--- src/rtl/mac_pkg.sv ---
// Shared definitions for the 16x16->32 MAC pipeline and its upstream sequencer.
//   MAC_ADD_LAT : cycles from mac_a/mac_b valid to the adder cycle that reads acc_in
//   MAC_OUT_LAT : cycles from mac_a/mac_b valid to acc_out valid
//   OP_W/ACC_W  : operand and accumulator widths
//   mac_tag_t   : per-issue tag travelling alongside the operands
//   seq_state_t : sequencer FSM states
package mac_pkg;

    localparam int unsigned MAC_ADD_LAT = 3;
    localparam int unsigned MAC_OUT_LAT = 5;
    localparam int unsigned OP_W        = 16;
    localparam int unsigned ACC_W       = 32;

    typedef struct packed {
        logic valid;
        logic first;
        logic last;
    } mac_tag_t;

    typedef enum logic [1:0] {
        ST_IDLE,
        ST_RUN,
        ST_DRAIN
    } seq_state_t;

endpackage

--- src/rtl/mac_tag_pipe.sv ---
// Tag shift register that tracks each issue through the MAC pipeline.
// Depth 0 is aligned with the registered mac_a/mac_b outputs.
//   clk, rst   : clock, asynchronous active-high reset
//   tag_in     : tag for the issue launched this cycle (all-zero for a bubble)
//   add_first  : tag at depth ADD_LAT is a valid first element (MAC must add 0)
//   out_last   : tag at depth OUT_LAT is a valid last element (acc_out holds the result)
module mac_tag_pipe
    import mac_pkg::*;
#(
    parameter int unsigned ADD_LAT = MAC_ADD_LAT,
    parameter int unsigned OUT_LAT = MAC_OUT_LAT
) (
    input  logic     clk,
    input  logic     rst,
    input  mac_tag_t tag_in,
    output logic     add_first,
    output logic     out_last
);

    // Depths 0..ADD_LAT carry the full tag; past the adder only "valid last"
    // is still needed, so the tail segment is reduced to a single bit per depth.
    mac_tag_t [ADD_LAT:0]         head;
    logic     [OUT_LAT-ADD_LAT-1:0] tail;

    always_ff @(posedge clk or posedge rst) begin
        if (rst) begin
            head <= '0;
            tail <= '0;
        end else begin
            head[0] <= tag_in;
            for (int unsigned i = 1; i <= ADD_LAT; i++) begin
                head[i] <= head[i-1];
            end
            tail[0] <= head[ADD_LAT].valid && head[ADD_LAT].last;
            for (int unsigned i = 1; i < OUT_LAT - ADD_LAT; i++) begin
                tail[i] <= tail[i-1];
            end
        end
    end

    assign add_first = head[ADD_LAT].valid && head[ADD_LAT].first;
    assign out_last  = tail[OUT_LAT-ADD_LAT-1];

endmodule

--- src/rtl/mac_dot_seq.sv ---
// Dot-product sequencer and accumulator-feedback controller for the MAC pipeline.
// Issues one operand pair every other cycle (single interleave slot of the
// MAC's 2-deep adder loop), steers acc_in so products accumulate inside the
// MAC, and returns the final sum as a one-cycle result pulse.
//   clk, rst     : clock, asynchronous active-high reset (also resets the MAC)
//   start, len   : job request and number of operand pairs (sampled in IDLE)
//   op_valid/op_ready, op_a, op_b : operand pair handshake
//   mac_a, mac_b : registered operands to the MAC
//   mac_acc_in   : accumulator feed to the MAC (combinational)
//   mac_acc_out  : accumulator result from the MAC
//   res_valid    : one-cycle result pulse; res_data holds until the next result
//   busy         : a job is in progress
module mac_dot_seq #(
    parameter int unsigned LEN_W       = 8,
    parameter int unsigned MAC_ADD_LAT = mac_pkg::MAC_ADD_LAT,
    parameter int unsigned MAC_OUT_LAT = mac_pkg::MAC_OUT_LAT
) (
    input  logic                      clk,
    input  logic                      rst,
    input  logic                      start,
    input  logic [LEN_W-1:0]          len,
    input  logic                      op_valid,
    output logic                      op_ready,
    input  logic [mac_pkg::OP_W-1:0]  op_a,
    input  logic [mac_pkg::OP_W-1:0]  op_b,
    output logic [mac_pkg::OP_W-1:0]  mac_a,
    output logic [mac_pkg::OP_W-1:0]  mac_b,
    output logic [mac_pkg::ACC_W-1:0] mac_acc_in,
    input  logic [mac_pkg::ACC_W-1:0] mac_acc_out,
    output logic                      res_valid,
    output logic [mac_pkg::ACC_W-1:0] res_data,
    output logic                      busy
);

    import mac_pkg::*;

    seq_state_t       state, state_nx;
    logic             slot;
    logic [LEN_W-1:0] remaining;
    logic [LEN_W-1:0] len_q;
    logic             fire;
    logic             add_first;
    logic             out_last;
    mac_tag_t         tag_in;

    assign busy     = (state != ST_IDLE);
    assign op_ready = (state == ST_RUN) && slot && (remaining != '0);
    assign fire     = op_valid && op_ready;

    always_comb begin
        tag_in = '0;
        if (fire) begin
            tag_in.valid = 1'b1;
            tag_in.first = (remaining == len_q);
            tag_in.last  = (remaining == LEN_W'(1));
        end
    end

    mac_tag_pipe #(
        .ADD_LAT(MAC_ADD_LAT),
        .OUT_LAT(MAC_OUT_LAT)
    ) u_tag_pipe (
        .clk      (clk),
        .rst      (rst),
        .tag_in   (tag_in),
        .add_first(add_first),
        .out_last (out_last)
    );

    // Bubbles feed acc_out straight back with a zero product, so the partial
    // sum simply recirculates; only a job's first element breaks the loop.
    assign mac_acc_in = add_first ? '0 : mac_acc_out;

    always_comb begin
        state_nx = state;
        case (state)
            ST_IDLE:  if (start && (len != '0))               state_nx = ST_RUN;
            ST_RUN:   if (fire && (remaining == LEN_W'(1)))   state_nx = ST_DRAIN;
            ST_DRAIN: if (out_last)                           state_nx = ST_IDLE;
            default:                                          state_nx = ST_IDLE;
        endcase
    end

    always_ff @(posedge clk or posedge rst) begin
        if (rst) begin
            state <= ST_IDLE;
        end else begin
            state <= state_nx;
        end
    end

    always_ff @(posedge clk or posedge rst) begin
        if (rst) begin
            slot      <= 1'b0;
            remaining <= '0;
            len_q     <= '0;
            mac_a     <= '0;
            mac_b     <= '0;
            res_valid <= 1'b0;
            res_data  <= '0;
        end else begin
            res_valid <= 1'b0;
            mac_a     <= '0;
            mac_b     <= '0;
            case (state)
                ST_IDLE: begin
                    if (start) begin
                        if (len != '0) begin
                            remaining <= len;
                            len_q     <= len;
                            slot      <= 1'b1;
                        end else begin
                            res_valid <= 1'b1;
                            res_data  <= '0;
                        end
                    end
                end
                ST_RUN: begin
                    slot <= ~slot;
                    if (fire) begin
                        mac_a     <= op_a;
                        mac_b     <= op_b;
                        remaining <= remaining - LEN_W'(1);
                    end
                end
                ST_DRAIN: begin
                    if (out_last) begin
                        res_valid <= 1'b1;
                        res_data  <= mac_acc_out;
                    end
                end
                default: ;
            endcase
        end
    end

endmodule

--- config.mk ---
export PLATFORM = sky130hd
export DESIGN_NAME = mac_dot_seq
export DESIGN_NICKNAME = d
export VERILOG_FILES = /design/src/rtl/mac_pkg.sv /design/src/rtl/mac_tag_pipe.sv /design/src/rtl/mac_dot_seq.sv
export SDC_FILE = /design/constraint.sdc
export NUM_CORES = 1
export LEC_CHECK = 0
export CORE_ASPECT_RATIO = 0.75
export CORE_MARGIN = 3
export CORE_UTILIZATION = 45
export DETAILED_ROUTE_END_ITERATION = 16
export PLACE_DENSITY = 0.94
export SLEW_MARGIN = 25
export SYNTH_ARGS = -nofsm -noshare
export SYNTH_HDL_FRONTEND = slang
export SYNTH_SLANG_ARGS = --single-unit
export TNS_END_PERCENT = 20
--- constraint.sdc ---
create_clock -name clk -period 8.3 [get_ports clk]
set_input_delay 0.83 -clock clk [delete_from_list [all_inputs] [get_ports clk]]
set_output_delay 0.83 -clock clk [all_outputs]
set_load 0.03 [all_outputs]
==> run summary <==
Status - complete, no violations
First-pass GRT wire length - 15.83 mm
Yosys reg bits - 98
DR pass1 iterations - 4
CP max FO - 7
Register-to-register setup slack - 6100 ps
Critical Path End - op_ready
Fill count - 625
Root Buffer - clkbuf_16
Antenna viol nets, final - 0
Mapped Area - 4038 um2
Yosys top cell area share - 0.6074
Via/cell ratio - 4.906
Met3 wire len - 1.012 mm
Ys flop type - dfrtp_1
Layout cells sized above 1 - 0.07222
Initial antenna violation count - 0
Number of antenna diodes - 0
Final hold violation count - 0
CTS buffer count - 9
Crit path launch - remaining[0]
DR WL/cell - 15.54 um
Post-CTS Resized - 0
Worst-skew pair later-pin latency - 330 ps
IO Count - 175
CTS tree - yes
Mean Syn Cell Area - 10.94 um2
Fmax achieved - 0.3273 GHz
Unrepaired setup endpoints after global routing - false
Post-Layout Cell Count - 648
Reg2reg end - remaining[3]
Synth area leader - dfrtp_1
Max VDD drop - 180.7 uV
DP HPWL - 7.678 mm
Setup violators final - 0
Worst Hold Depth - 0
Syn nets - 447
Number of synthesized flops with an enable pin - 0
Distinct cells, synth - 42
Initial DRC count - 127
CP endpoint kind - output port
Reported leakage power - 2.591 nW
Hold_buf cts - 0
Vias in the first global route - 3213
Final critical-path share of the clock period - 0.3681
Post-Route WL - 10.07 mm
Total grt overflow - 0
Slew HR - 0.4777
Die Span Y - 88.03 um
Top sig layer - met4
Final setup TNS - 0 ps
Crit-path leading delay family - buffers and inverters
M1 wire length - 4.088 mm
Fraction of registers with async set/reset - 1.000
CORE AREA - 8600 um2
Number of max-cap violations - 0
FF-to-FF path depth - 7
Count leader, synth - dfrtp_1
Synth top area cells - dfrtp_1 61%, and2_1 10%, nand2_1 6.2%, o21ai_0 4.2%, mux2_2 2.2%
Buf+Inv Stages, Crit Path - 2
Crit path largest cell delay - 690 ps
Net count, final - 613
Final setup skew - 8.389 ps
Yosys Warn Count - 0
DR WL met2 - 4.828 mm
Max Slew Vio Count - 0
Overall Global Routing Usage - 0.2006
Clock Sinks - 98
Worst Max-Slew Pin Slew - 781.5 ps
Slowest CP cell - clkdlybuf4s50_1
Htree depth - 3
CP Depth - 5
Clock transition at path regs - 60 ps
Critical path class - reg -> out
Power consumption - 1.500 mW
Min Tclk post-route - 3055 ps
Data required, critical path - 7470 ps
Post-Syn Instances - 369
CP Cell Sequence - inv_1 > ha_1 > nor3b_2 > a21oi_1 > clkdlybuf4s50_1
Initial core utilization - 0.4695
Sequential share of the synthesized area - 0.6074
Via count - 3179
Crit start category - flop
Routability cong. - 0.8925
Worst EP arrival - 2230 ps
Post-CTS Setup Inserts - 0
Area of the die - 10160 um2
Bufs on Longest Clock Path - 2
P&R area growth vs syn - 51.69%
Inst Count DP - 632
Post-synth top cells - 98 x dfrtp_1, 67 x nand2_1, 65 x and2_1
Largest net degree at the start of global routing - 66
Worst R2R Start - remaining[0]
# DRC - 0
Port Buffer Count - 174
Chip width - 115.4 um
Pwr dens - 244.9 nW/um2
Floorplan row count - 29
Hold Crit Class - reg -> reg
[per-stage QoR]
stage                     hold slack, ps  area, um2  utilization  setup slack, ps
after floorplan                    331.2       4038            -             4908
after global placement             331.1       5844       0.6796             5337
after detailed placement           337.1       5844       0.6796             5322
after CTS                          349.1       6125       0.7122             5207
after global routing               351.9       6125       0.7122             5091
final                              351.4       6125       0.7122             5245
[final cells by class]
| cell class | count | area, um2 | share of cell area |
|---|---|---|---|
| timing repair buffer | 179 | 1779 | 0.2905 |
| sequential | 98 | 2452 | 0.4004 |
| inverter | 5 | 21.27 | 0.003473 |
| clock inverter | 5 | 37.54 | 0.006129 |
| multi-input combinational | 242 | 1456 | 0.2378 |
| tap | 108 | 135.1 | 0.02206 |
| clock buffer | 11 | 242.7 | 0.03963 |
[per-layer routing]
metal,up-vias,track usage
met5,-,0
met3,15,0.08287
met2,147,0.3440
met4,0,0.05864
li1,1543,-
met1,1474,0.2334
[worst min path at each step]
stage,startpoint,end,slack (ps)
global placement,u_tag_pipe.head[5],u_tag_pipe.head[8],330
floorplan,u_tag_pipe.head[7],u_tag_pipe.head[10],330
global route,u_tag_pipe.head[1],u_tag_pipe.head[4],350
detailed placement,u_tag_pipe.head[6],u_tag_pipe.head[9],340
CTS,u_tag_pipe.head[1],u_tag_pipe.head[4],350
finish,u_tag_pipe.head[1],u_tag_pipe.head[4],350
[registers in the layout, indices dropped and copies added, names as in the netlist, 2 cells and up]
register / count
len_q: 8
u_tag_pipe.head: 12
state: 2
mac_b: 16
u_tag_pipe.tail: 2
res_data: 32
mac_a: 16
remaining: 8
[cell families (layout without fill, tap and decap cells)]
logic type / after synthesis / after routing / synth area share
AO/OA/AOI/OAI: 61 / 61 / 0.08925
adder cells (fa/ha/maj): 2 / 2 / 0.006197
buffers and inverters: 29 / 200 / 0.03719
flip-flops: 98 / 98 / 0.6074
multiplexers: 9 / 9 / 0.02479
AND/OR/NAND/NOR: 162 / 162 / 0.2179
XOR/XNOR: 8 / 8 / 0.01735
[power breakdown]
group          internal, mW  total [mW]  switching, mW
Clock                 0.213       0.384          0.172
Combinational         0.227       0.487          0.259
Sequential            0.560       0.629         0.0695
[cells in the final DEF, fill, tap and decap left out, types with 3 or more instances in the layout]
cell / netlist / routed
o21ai_0: 34 / 34
clkbuf_16: 0 / 9
nand2_1: 67 / 67
xor2_1: 8 / 8
clkdlybuf4s50_1: 0 / 174
o2bb2ai_1: 6 / 6
nor2_1: 3 / 3
mux2_2: 8 / 8
and2_1: 65 / 65
inv_1: 5 / 4
a21oi_1: 6 / 6
nor4_1: 4 / 4
buf_4: 0 / 5
o22ai_1: 4 / 4
nor3_1: 5 / 5
dfrtp_1: 98 / 98
(Power assumes the default switching activity.)
